### config.mk
export PLATFORM = sky130hd
export DESIGN_NAME = fp16_sqrt_iter_flat
export DESIGN_NICKNAME = d
export VERILOG_FILES = /design/src/rtl/fp16_sqrt_iter_pkg.sv /design/src/rtl/fp16_sqrt_iter_if.sv /design/src/rtl/fp16_sqrt_iter_step.sv /design/src/rtl/fp16_sqrt_iter.sv /design/src/flat_wrapper.sv
export SDC_FILE = /design/constraint.sdc
export NUM_CORES = 1
export LEC_CHECK = 0
export CAP_MARGIN = 20
export CORE_MARGIN = 8
export CORE_UTILIZATION = 57
export DETAILED_ROUTE_END_ITERATION = 7
export PLACE_DENSITY = 0.81
export SYNTH_ARGS = -nofsm -noshare
export SYNTH_HDL_FRONTEND = slang
export SYNTH_SLANG_ARGS = --single-unit
export TNS_END_PERCENT = 5
### constraint.sdc
create_clock -name clk -period 3.05 [get_ports clk]
set_input_delay 0.4575 -clock clk [delete_from_list [all_inputs] [get_ports clk]]
set_output_delay 0.4575 -clock clk [all_outputs]
set_load 0.02 [all_outputs]
### src/rtl/fp16_sqrt_iter_pkg.sv
// Shared FP16 unpacked-operand types and constants for the unpack / sqrt / pack stages.
// Pure declarations; no latency or flow control of its own.
package fp16_pkg;

  localparam int FP16_BIAS  = 15;
  localparam int EXP_ZERO   = -15;
  localparam int CALC_STEPS = 11;
  localparam int FP_MANT_W  = 11;
  localparam int FP_EXP_W   = 7;

  typedef enum logic [1:0] {
    IDLE = 2'd0,
    SPEC = 2'd1,
    CALC = 2'd2,
    DONE = 2'd3
  } sqrt_state_t;

  typedef struct packed {
    logic                       sign;
    logic signed [FP_EXP_W-1:0] exp;
    logic [FP_MANT_W-1:0]       mant;
    logic                       is_nan;
    logic                       is_pinf;
    logic                       is_ninf;
  } fp16_unpacked_t;

  // Zero uses the same encoding as pack: minimum exponent with an empty mantissa.
  function automatic logic is_zero(input fp16_unpacked_t op);
    return (op.exp == FP_EXP_W'(EXP_ZERO)) && (op.mant == '0);
  endfunction

endpackage

### src/rtl/fp16_sqrt_iter_if.sv
// Operand/result bundle between unpack, the sqrt core and pack.
// master = upstream/testbench side, slave = sqrt core; result side has no backpressure.
interface fp16_sqrt_iter_if #(
  parameter int MANT_W = 11,
  parameter int EXP_W  = 7
);

  logic                    u_valid;
  logic                    u_ready;
  logic                    sign_in;
  logic signed [EXP_W-1:0] exp_in;
  logic [MANT_W-1:0]       mant_in;
  logic                    is_nan_in;
  logic                    is_pinf_in;
  logic                    is_ninf_in;

  logic                    it_valid;
  logic                    sign_out;
  logic signed [EXP_W-1:0] exp_out;
  logic [MANT_W-1:0]       mant_out;
  logic                    is_nan_out;
  logic                    is_pinf_out;
  logic                    is_ninf_out;
  logic                    result_out;

  modport master (
    output u_valid, sign_in, exp_in, mant_in, is_nan_in, is_pinf_in, is_ninf_in,
    input  u_ready, it_valid, sign_out, exp_out, mant_out,
           is_nan_out, is_pinf_out, is_ninf_out, result_out
  );

  modport slave (
    input  u_valid, sign_in, exp_in, mant_in, is_nan_in, is_pinf_in, is_ninf_in,
    output u_ready, it_valid, sign_out, exp_out, mant_out,
           is_nan_out, is_pinf_out, is_ninf_out, result_out
  );

endinterface

### src/rtl/fp16_sqrt_iter_step.sv
// One restoring square-root iteration: bring down two radicand bits, trial-subtract {q, 01}.
// Purely combinational; the caller registers remainder and quotient.
module sqrt_step #(
  parameter int MANT_W = 11
) (
  input  logic [MANT_W-1:0] i_rem,
  input  logic [MANT_W-1:0] i_q,
  input  logic [1:0]        i_bits,
  output logic [MANT_W+1:0] o_rem,
  output logic              o_q_bit
);

  logic [MANT_W+1:0] w_shifted;
  logic [MANT_W+1:0] w_trial;

  assign w_shifted = {i_rem, i_bits};
  assign w_trial   = {i_q, 2'b01};
  assign o_q_bit   = (w_shifted >= w_trial);
  assign o_rem     = o_q_bit ? (w_shifted - w_trial) : w_shifted;

endmodule

### src/rtl/fp16_sqrt_iter.sv
// Iterative FP16 square root, one quotient bit per cycle; 2-cycle specials, 12-cycle normals.
// u_ready only in IDLE; it_valid is a single-cycle strobe that is never stalled.
module fp16_sqrt_iter
  import fp16_pkg::*;
#(
  parameter int MANT_W = 11,
  parameter int EXP_W  = 7
) (
  input  logic           clk,
  input  logic           rst_n,
  input  logic           enable,
  fp16_sqrt_iter_if.slave u_if
);

  localparam int RAD_W = 2 * MANT_W;
  localparam int CNT_W = $clog2(CALC_STEPS);

  sqrt_state_t       r_state;
  sqrt_state_t       w_state_nxt;
  logic [CNT_W-1:0]  r_cnt;
  fp16_unpacked_t    r_op;
  fp16_unpacked_t    w_op_in;
  logic [RAD_W-1:0]  r_rad;
  logic [MANT_W-1:0] r_rem;
  logic [MANT_W-1:0] r_q;

  logic                    r_sign;
  logic signed [EXP_W-1:0] r_exp;
  logic [MANT_W-1:0]       r_mant;
  logic                    r_nan;
  logic                    r_pinf;
  logic                    r_ninf;
  logic                    r_inx;

  logic              w_ready;
  logic              w_it_valid;
  logic              w_accept;
  logic              w_special;
  logic              w_op_zero;
  logic              w_res_nan;
  logic              w_res_pinf;
  logic              w_res_zero;
  logic [MANT_W+1:0] w_rem_nxt;
  logic              w_q_bit;

  assign w_op_in = '{sign: u_if.sign_in, exp: u_if.exp_in, mant: u_if.mant_in,
                     is_nan: u_if.is_nan_in, is_pinf: u_if.is_pinf_in,
                     is_ninf: u_if.is_ninf_in};

  assign w_accept  = u_if.u_valid & w_ready;
  // Any sign bit set goes to SPEC: -0 stays signed zero, other negatives become NaN.
  assign w_special = w_op_in.is_nan | w_op_in.is_pinf | w_op_in.is_ninf |
                     w_op_in.sign | is_zero(w_op_in);

  assign w_op_zero  = is_zero(r_op);
  assign w_res_nan  = r_op.is_nan | r_op.is_ninf | (r_op.sign & ~r_op.is_pinf & ~w_op_zero);
  assign w_res_pinf = ~w_res_nan & r_op.is_pinf;
  assign w_res_zero = ~w_res_nan & ~w_res_pinf & w_op_zero;

  sqrt_step #(.MANT_W(MANT_W)) u_step (
    .i_rem   (r_rem),
    .i_q     (r_q),
    .i_bits  (r_rad[RAD_W-1:RAD_W-2]),
    .o_rem   (w_rem_nxt),
    .o_q_bit (w_q_bit)
  );

  always_ff @(posedge clk or negedge rst_n) begin
    if (!rst_n) r_state <= IDLE;
    else        r_state <= w_state_nxt;
  end

  always_comb begin
    w_state_nxt = r_state;
    if (!enable) begin
      w_state_nxt = IDLE;
    end else begin
      case (r_state)
        IDLE:    if (w_accept) w_state_nxt = w_special ? SPEC : CALC;
        SPEC:    w_state_nxt = DONE;
        CALC:    if (r_cnt == '0) w_state_nxt = DONE;
        DONE:    w_state_nxt = IDLE;
        default: w_state_nxt = IDLE;
      endcase
    end
  end

  always_comb begin
    w_ready    = 1'b0;
    w_it_valid = 1'b0;
    case (r_state)
      IDLE:    w_ready    = enable;
      DONE:    w_it_valid = 1'b1;
      default: ;
    endcase
  end

  always_ff @(posedge clk or negedge rst_n) begin
    if (!rst_n) begin
      r_cnt  <= '0;
      r_op   <= '0;
      r_rad  <= '0;
      r_rem  <= '0;
      r_q    <= '0;
      r_sign <= 1'b0;
      r_exp  <= '0;
      r_mant <= '0;
      r_nan  <= 1'b0;
      r_pinf <= 1'b0;
      r_ninf <= 1'b0;
      r_inx  <= 1'b0;
    end else if (!enable) begin
      r_cnt  <= '0;
      r_sign <= 1'b0;
      r_exp  <= '0;
      r_mant <= '0;
      r_nan  <= 1'b0;
      r_pinf <= 1'b0;
      r_ninf <= 1'b0;
      r_inx  <= 1'b0;
    end else begin
      case (r_state)
        IDLE: begin
          if (w_accept) begin
            r_op  <= w_op_in;
            r_cnt <= CNT_W'(CALC_STEPS - 1);
            r_rem <= '0;
            r_q   <= '0;
            // Odd exponents donate one factor of two to the radicand so the exponent halves exactly.
            r_rad <= u_if.exp_in[0] ? {u_if.mant_in, {MANT_W{1'b0}}}
                                    : {1'b0, u_if.mant_in, {(MANT_W-1){1'b0}}};
          end
        end
        SPEC: begin
          r_sign <= w_res_zero & r_op.sign;
          r_exp  <= w_res_zero ? EXP_W'(EXP_ZERO) : '0;
          r_mant <= '0;
          r_nan  <= w_res_nan;
          r_pinf <= w_res_pinf;
          r_ninf <= 1'b0;
          r_inx  <= 1'b0;
        end
        CALC: begin
          r_rem <= w_rem_nxt[MANT_W-1:0];
          r_q   <= {r_q[MANT_W-2:0], w_q_bit};
          r_rad <= {r_rad[RAD_W-3:0], 2'b00};
          if (r_cnt != '0) begin
            r_cnt <= r_cnt - 1'b1;
          end else begin
            r_sign <= 1'b0;
            r_exp  <= $signed(r_op.exp) >>> 1;
            r_mant <= {r_q[MANT_W-2:0], w_q_bit};
            r_nan  <= 1'b0;
            r_pinf <= 1'b0;
            r_ninf <= 1'b0;
            r_inx  <= (w_rem_nxt != '0);
          end
        end
        default: ;
      endcase
    end
  end

  assign u_if.u_ready     = w_ready;
  assign u_if.it_valid    = w_it_valid;
  assign u_if.sign_out    = r_sign;
  assign u_if.exp_out     = r_exp;
  assign u_if.mant_out    = r_mant;
  assign u_if.is_nan_out  = r_nan;
  assign u_if.is_pinf_out = r_pinf;
  assign u_if.is_ninf_out = r_ninf;
  assign u_if.result_out  = r_inx;

endmodule

### src/flat_wrapper.sv
// flat-port wrapper written by rule: the top's interface ports become plain ports
module fp16_sqrt_iter_flat import fp16_pkg::*;
#(
  parameter int MANT_W = 11,
  parameter int EXP_W  = 7
)
  (clk, rst_n, enable, u_if_u_valid, u_if_sign_in, u_if_exp_in, u_if_mant_in, u_if_is_nan_in, u_if_is_pinf_in, u_if_is_ninf_in, u_if_u_ready, u_if_it_valid, u_if_sign_out, u_if_exp_out, u_if_mant_out, u_if_is_nan_out, u_if_is_pinf_out, u_if_is_ninf_out, u_if_result_out);
  fp16_sqrt_iter_if #(.MANT_W(MANT_W), .EXP_W(EXP_W)) u_if_i ();
  input  logic clk;
  input  logic rst_n;
  input  logic enable;
  input wire logic [$bits(u_if_i.u_valid)-1:0] u_if_u_valid;
  input wire logic [$bits(u_if_i.sign_in)-1:0] u_if_sign_in;
  input wire logic [$bits(u_if_i.exp_in)-1:0] u_if_exp_in;
  input wire logic [$bits(u_if_i.mant_in)-1:0] u_if_mant_in;
  input wire logic [$bits(u_if_i.is_nan_in)-1:0] u_if_is_nan_in;
  input wire logic [$bits(u_if_i.is_pinf_in)-1:0] u_if_is_pinf_in;
  input wire logic [$bits(u_if_i.is_ninf_in)-1:0] u_if_is_ninf_in;
  output wire logic [$bits(u_if_i.u_ready)-1:0] u_if_u_ready;
  output wire logic [$bits(u_if_i.it_valid)-1:0] u_if_it_valid;
  output wire logic [$bits(u_if_i.sign_out)-1:0] u_if_sign_out;
  output wire logic [$bits(u_if_i.exp_out)-1:0] u_if_exp_out;
  output wire logic [$bits(u_if_i.mant_out)-1:0] u_if_mant_out;
  output wire logic [$bits(u_if_i.is_nan_out)-1:0] u_if_is_nan_out;
  output wire logic [$bits(u_if_i.is_pinf_out)-1:0] u_if_is_pinf_out;
  output wire logic [$bits(u_if_i.is_ninf_out)-1:0] u_if_is_ninf_out;
  output wire logic [$bits(u_if_i.result_out)-1:0] u_if_result_out;
  assign u_if_i.u_valid = u_if_u_valid;
  assign u_if_i.sign_in = u_if_sign_in;
  assign u_if_i.exp_in = u_if_exp_in;
  assign u_if_i.mant_in = u_if_mant_in;
  assign u_if_i.is_nan_in = u_if_is_nan_in;
  assign u_if_i.is_pinf_in = u_if_is_pinf_in;
  assign u_if_i.is_ninf_in = u_if_is_ninf_in;
  assign u_if_u_ready = u_if_i.u_ready;
  assign u_if_it_valid = u_if_i.it_valid;
  assign u_if_sign_out = u_if_i.sign_out;
  assign u_if_exp_out = u_if_i.exp_out;
  assign u_if_mant_out = u_if_i.mant_out;
  assign u_if_is_nan_out = u_if_i.is_nan_out;
  assign u_if_is_pinf_out = u_if_i.is_pinf_out;
  assign u_if_is_ninf_out = u_if_i.is_ninf_out;
  assign u_if_result_out = u_if_i.result_out;
  fp16_sqrt_iter #(.MANT_W(MANT_W), .EXP_W(EXP_W)) u_core (.clk(clk), .rst_n(rst_n), .enable(enable), .u_if(u_if_i));
endmodule
==> flow_summary.toml <==
[status]
outcome = "completed"

[layout]
nFillCells = 614
antenna_cells = 0
final_cell_mix = "83 x dfrtp_1, 73 x nand2_1, 48 x clkdlybuf4s50_1, 47 x o21ai_0"
num-nets-final = 569
final_core_utilization_pct = 69.14
post_route_cells_drive_above_1_share_pct = 10.40
flow.area_growth_from_synthesis_pct = 17.20
most_frequent_standard_cell_in_the_layout_excluding_fill_and_tap_cells = "dfrtp_1"

[routing]
drt-total-wl_mm = 10.33
routed_wire_length_per_instance_microns = 16.36
drt_iter0_markers = 216
detail_route.vias_per_cell = 5.756
met2WireLength_mm = 5.021
wirelength_met1_mm = 4.694
first_pass_drt_iterations = 4
route.vias.total = 3632
top_signal_layer_used = "met4"
dr_wl_met3_microns = 454
remaining_drc_errors = 0
post_route_ant_nets = 0

[power]
total_switching_power_w = 0.002389
clock_power_share_pct = 14.3
vdd_drop_max_mv = 0.6262
p_seq_share_pct = 29.3
static-leakage-power_nw = 2.389
internal_power_w = 0.003225
power_w = 0.005614
power_frac_comb_pct = 56.4
power.share.switching_pct = 42.56
powerDensity_nw_per_um2 = 1045

[critical_path]
critPathKind = "flop to flop"
r2r.worst_path.cells = 9
endpoint_kind = "flop"
cp_data_required_time_ps = 3270
cp_num_buf_inv = 1
critical_path.max_fanout = 8
timing.critical_path.from_type = "flop"
cpMaxStageDelayCell = "a2111oi_0"
critPathTopFamily = "compound AO/OA/AOI/OAI gates"
critical_path_arrival_ps = 3010
r2r_end = "u_core.u_if.result_out$_DFFE_PN0P_"
regToRegStartpoint = "u_core.r_q[4]$_DFFE_PN0P_"
critical_path.max_stage_delay_ps = 440
reg2reg_setup_slack_ps = 250
worstPathCellList = "inv_1, ha_1, a21o_1, a21o_1, a41o_1, a311o_1, a2111oi_0, a41o_1, a41oi_2"

[sta]
maxClockFrequency_mhz = 357.6
setup_total_negative_slack_ps = 0
setup_viol_count_final = 0
finalHoldViolCount = 0
final-max-slew-violation-count = 0
rsz0062_at_grt = "no"
worst-slew-pin-transition_ps = 587.1
finalWorstPathRequiredPeriod_ps = 2797
clock_skew_ps = 12.83
post-route-period-util_pct = 91.70
headroom_to_the_max_slew_limit_pct = 60.86

[min_path]
hold_path_startpoint = "u_core.u_if.exp_out[1]$_DFFE_PN0P_"
timing.hold.worst.class = "flop to flop"
worst_hold_path_endpoint = "u_core.u_if.exp_out[1]$_DFFE_PN0P_"
timing.hold.worst_path_depth = 2

[logic_synthesis]
avgSynthCellArea_sq_um = 9.506
synth_top_cells_by_area = "dfrtp_1 45%, nand2_1 6.0%, mux2_2 5.7%"
netlist.area_leader.share_pct = 45.33
synthesized_flop_and_latch_total = 83
synthesis.area_sq_um = 4582
synth_sequential_area_ratio_pct = 45.33
synth-async-reset-ratio_pct = 100.0
synthFlopType = "dfrtp_1"
synth_enable_flop_cells = 0
synthDominantAreaCellType = "dfrtp_1"
post_synth_inst_count = 482
synth-warning-count = 0
synthDistinctLibCells = 53
syn-num-nets = 527

[grt]
grt_start_max_net_pins = 84
antenna_found_initial = 0
grt_pass1_vias = 3690
grt_util_all_layers_pct = 19.45
grt_remaining_overflow = 0
global_route_wire_length_before_repair_mm = 18.01

[cts]
cts_max_path_buffers = 2
clk_pin_slew_worst_paths_ps = 90
cts-buffers-inserted = 9
ctsRootBufferMaster = "clkbuf_8"
cts_tree = "built"
cts.sinks = 83
clkLatencyLatePin_ps = 350
htreeDepth = 3

[floorplanning]
pin_count = 51
initial_utilization_pct = 58.99
die-area_sq_um = 11160
core_sq_um = 7767
floorplan.die.width_microns = 105.7
die_height_microns = 105.7
core.rowCount = 32

[job]
drv_cap = 0

[placement]
detailedPlacementHpwl_mm = 7.481
buffers_on_ports = 49
gp_routability_congestion = 0.9010
## cell families after synthesis
kind of cell             share of synthesized area, %
AO/OA/AOI/OAI                                   16.30
XOR/XNOR                                        1.911
adder cells (fa/ha/maj)                         5.188
buffers and inverters                           4.779
flip-flops                                      45.33
multiplexers                                    10.46
other                                         0.08184
AND/OR/NAND/NOR                                 15.95
## worst max path at each step
stage,slack (ps),depth (start not counted),endpoint,start
2_1_floorplan,430,11,u_core.u_if.result_out$_DFFE_PN0P_,u_core.r_q[4]$_DFFE_PN0P_
5_1_grt,120,9,u_core.u_if.result_out$_DFFE_PN0P_,u_core.r_q[4]$_DFFE_PN0P_
4_1_cts,280,9,u_core.u_if.result_out$_DFFE_PN0P_,u_core.r_q[4]$_DFFE_PN0P_
3_3_place_gp,430,9,u_core.u_if.result_out$_DFFE_PN0P_,u_core.r_q[4]$_DFFE_PN0P_
3_5_place_dp,320,9,u_core.u_if.result_out$_DFFE_PN0P_,u_core.r_q[4]$_DFFE_PN0P_
6_report,250,9,u_core.u_if.result_out$_DFFE_PN0P_,u_core.r_q[4]$_DFFE_PN0P_
## area by class of cell
class,instances,area (sq um),area share [%]
multi-input cells,347,2286,42.57
flip-flops and latches,83,2077,38.68
repair buffers,60,593.1,11.04
well taps,102,127.6,2.377
clock buffers,9,123.9,2.307
inverters,23,86.33,1.608
clock inverters,7,76.32,1.421
## power by group through the flow
stage / clock [W] / sequential [W] / combinational, W
2_1_floorplan: 0 / 0.00161 / 0.00248
3_3_place_gp: 0 / 0.00165 / 0.00313
3_5_place_dp: 0 / 0.00165 / 0.00313
4_1_cts: 0.000816 / 0.00164 / 0.00315
5_1_grt: 0.000861 / 0.00169 / 0.00351
6_report: 0.000802 / 0.00165 / 0.00317
## per-layer routing
metal	vias up	global-route usage (%)
met5	-	0
met4	0	6.231
met3	12	3.837
met2	83	31.37
met1	1749	25.68
li1	1788	-
## worst register-to-register path, stage by stage (launching register included)
cell       delay [ps]
dfrtp_1           390
inv_1              70
ha_1              400
a21o_1            270
a21o_1            190
a41o_1            220
a311o_1           410
a2111oi_0         440
a41o_1            160
a41oi_2           110
## sequential cells by signal, summed over array words and instances (netlist names)
name,count
u_core.r_op,22
u_core.u_if.mant_out,11
u_core.r_q,11
u_core.u_if.sign_out,1
u_core.r_rem,11
u_core.u_if.is_nan_out,1
u_core.u_if.is_pinf_out,1
u_core.r_state,2
u_core.u_if.result_out,1
u_core.r_rad,12
u_core.u_if.exp_out,6
u_core.r_cnt,4
## stage by stage
step / hold slack (ps) / setup WS [ps] / instance area (sq um) / cells
5_1_grt: 510.2 / 119.7 / 5370 / 631
3_5_place_dp: 471.3 / 321.6 / 5132 / 613
3_3_place_gp: 465.2 / 434.0 / 5132 / 613
4_1_cts: 318.3 / 284.9 / 5333 / 629
6_report: 482.2 / 253.2 / 5370 / 631
2_1_floorplan: 161.9 / 433.1 / 4582 / 482
## cells in the mapped netlist, types with 6 or more instances
cell,count
o21ai_0,47
mux2_2,23
nor4_1,7
nor2_1,19
nand2_1,73
nand3_1,12
ha_1,19
a21oi_1,22
inv_1,23
clkbuf_1,22
mux2i_1,22
nor3_1,6
dfrtp_1,83
nor2b_1,12
o21ai_1,7
a22o_1,11
## repair_timing
item,4_1_cts,5_1_grt
gates resized for setup,0,0
hold buffers,0,1
hold endpoints to repair,0,15
buffers inserted,0,0
(Power assumes the default switching activity.)
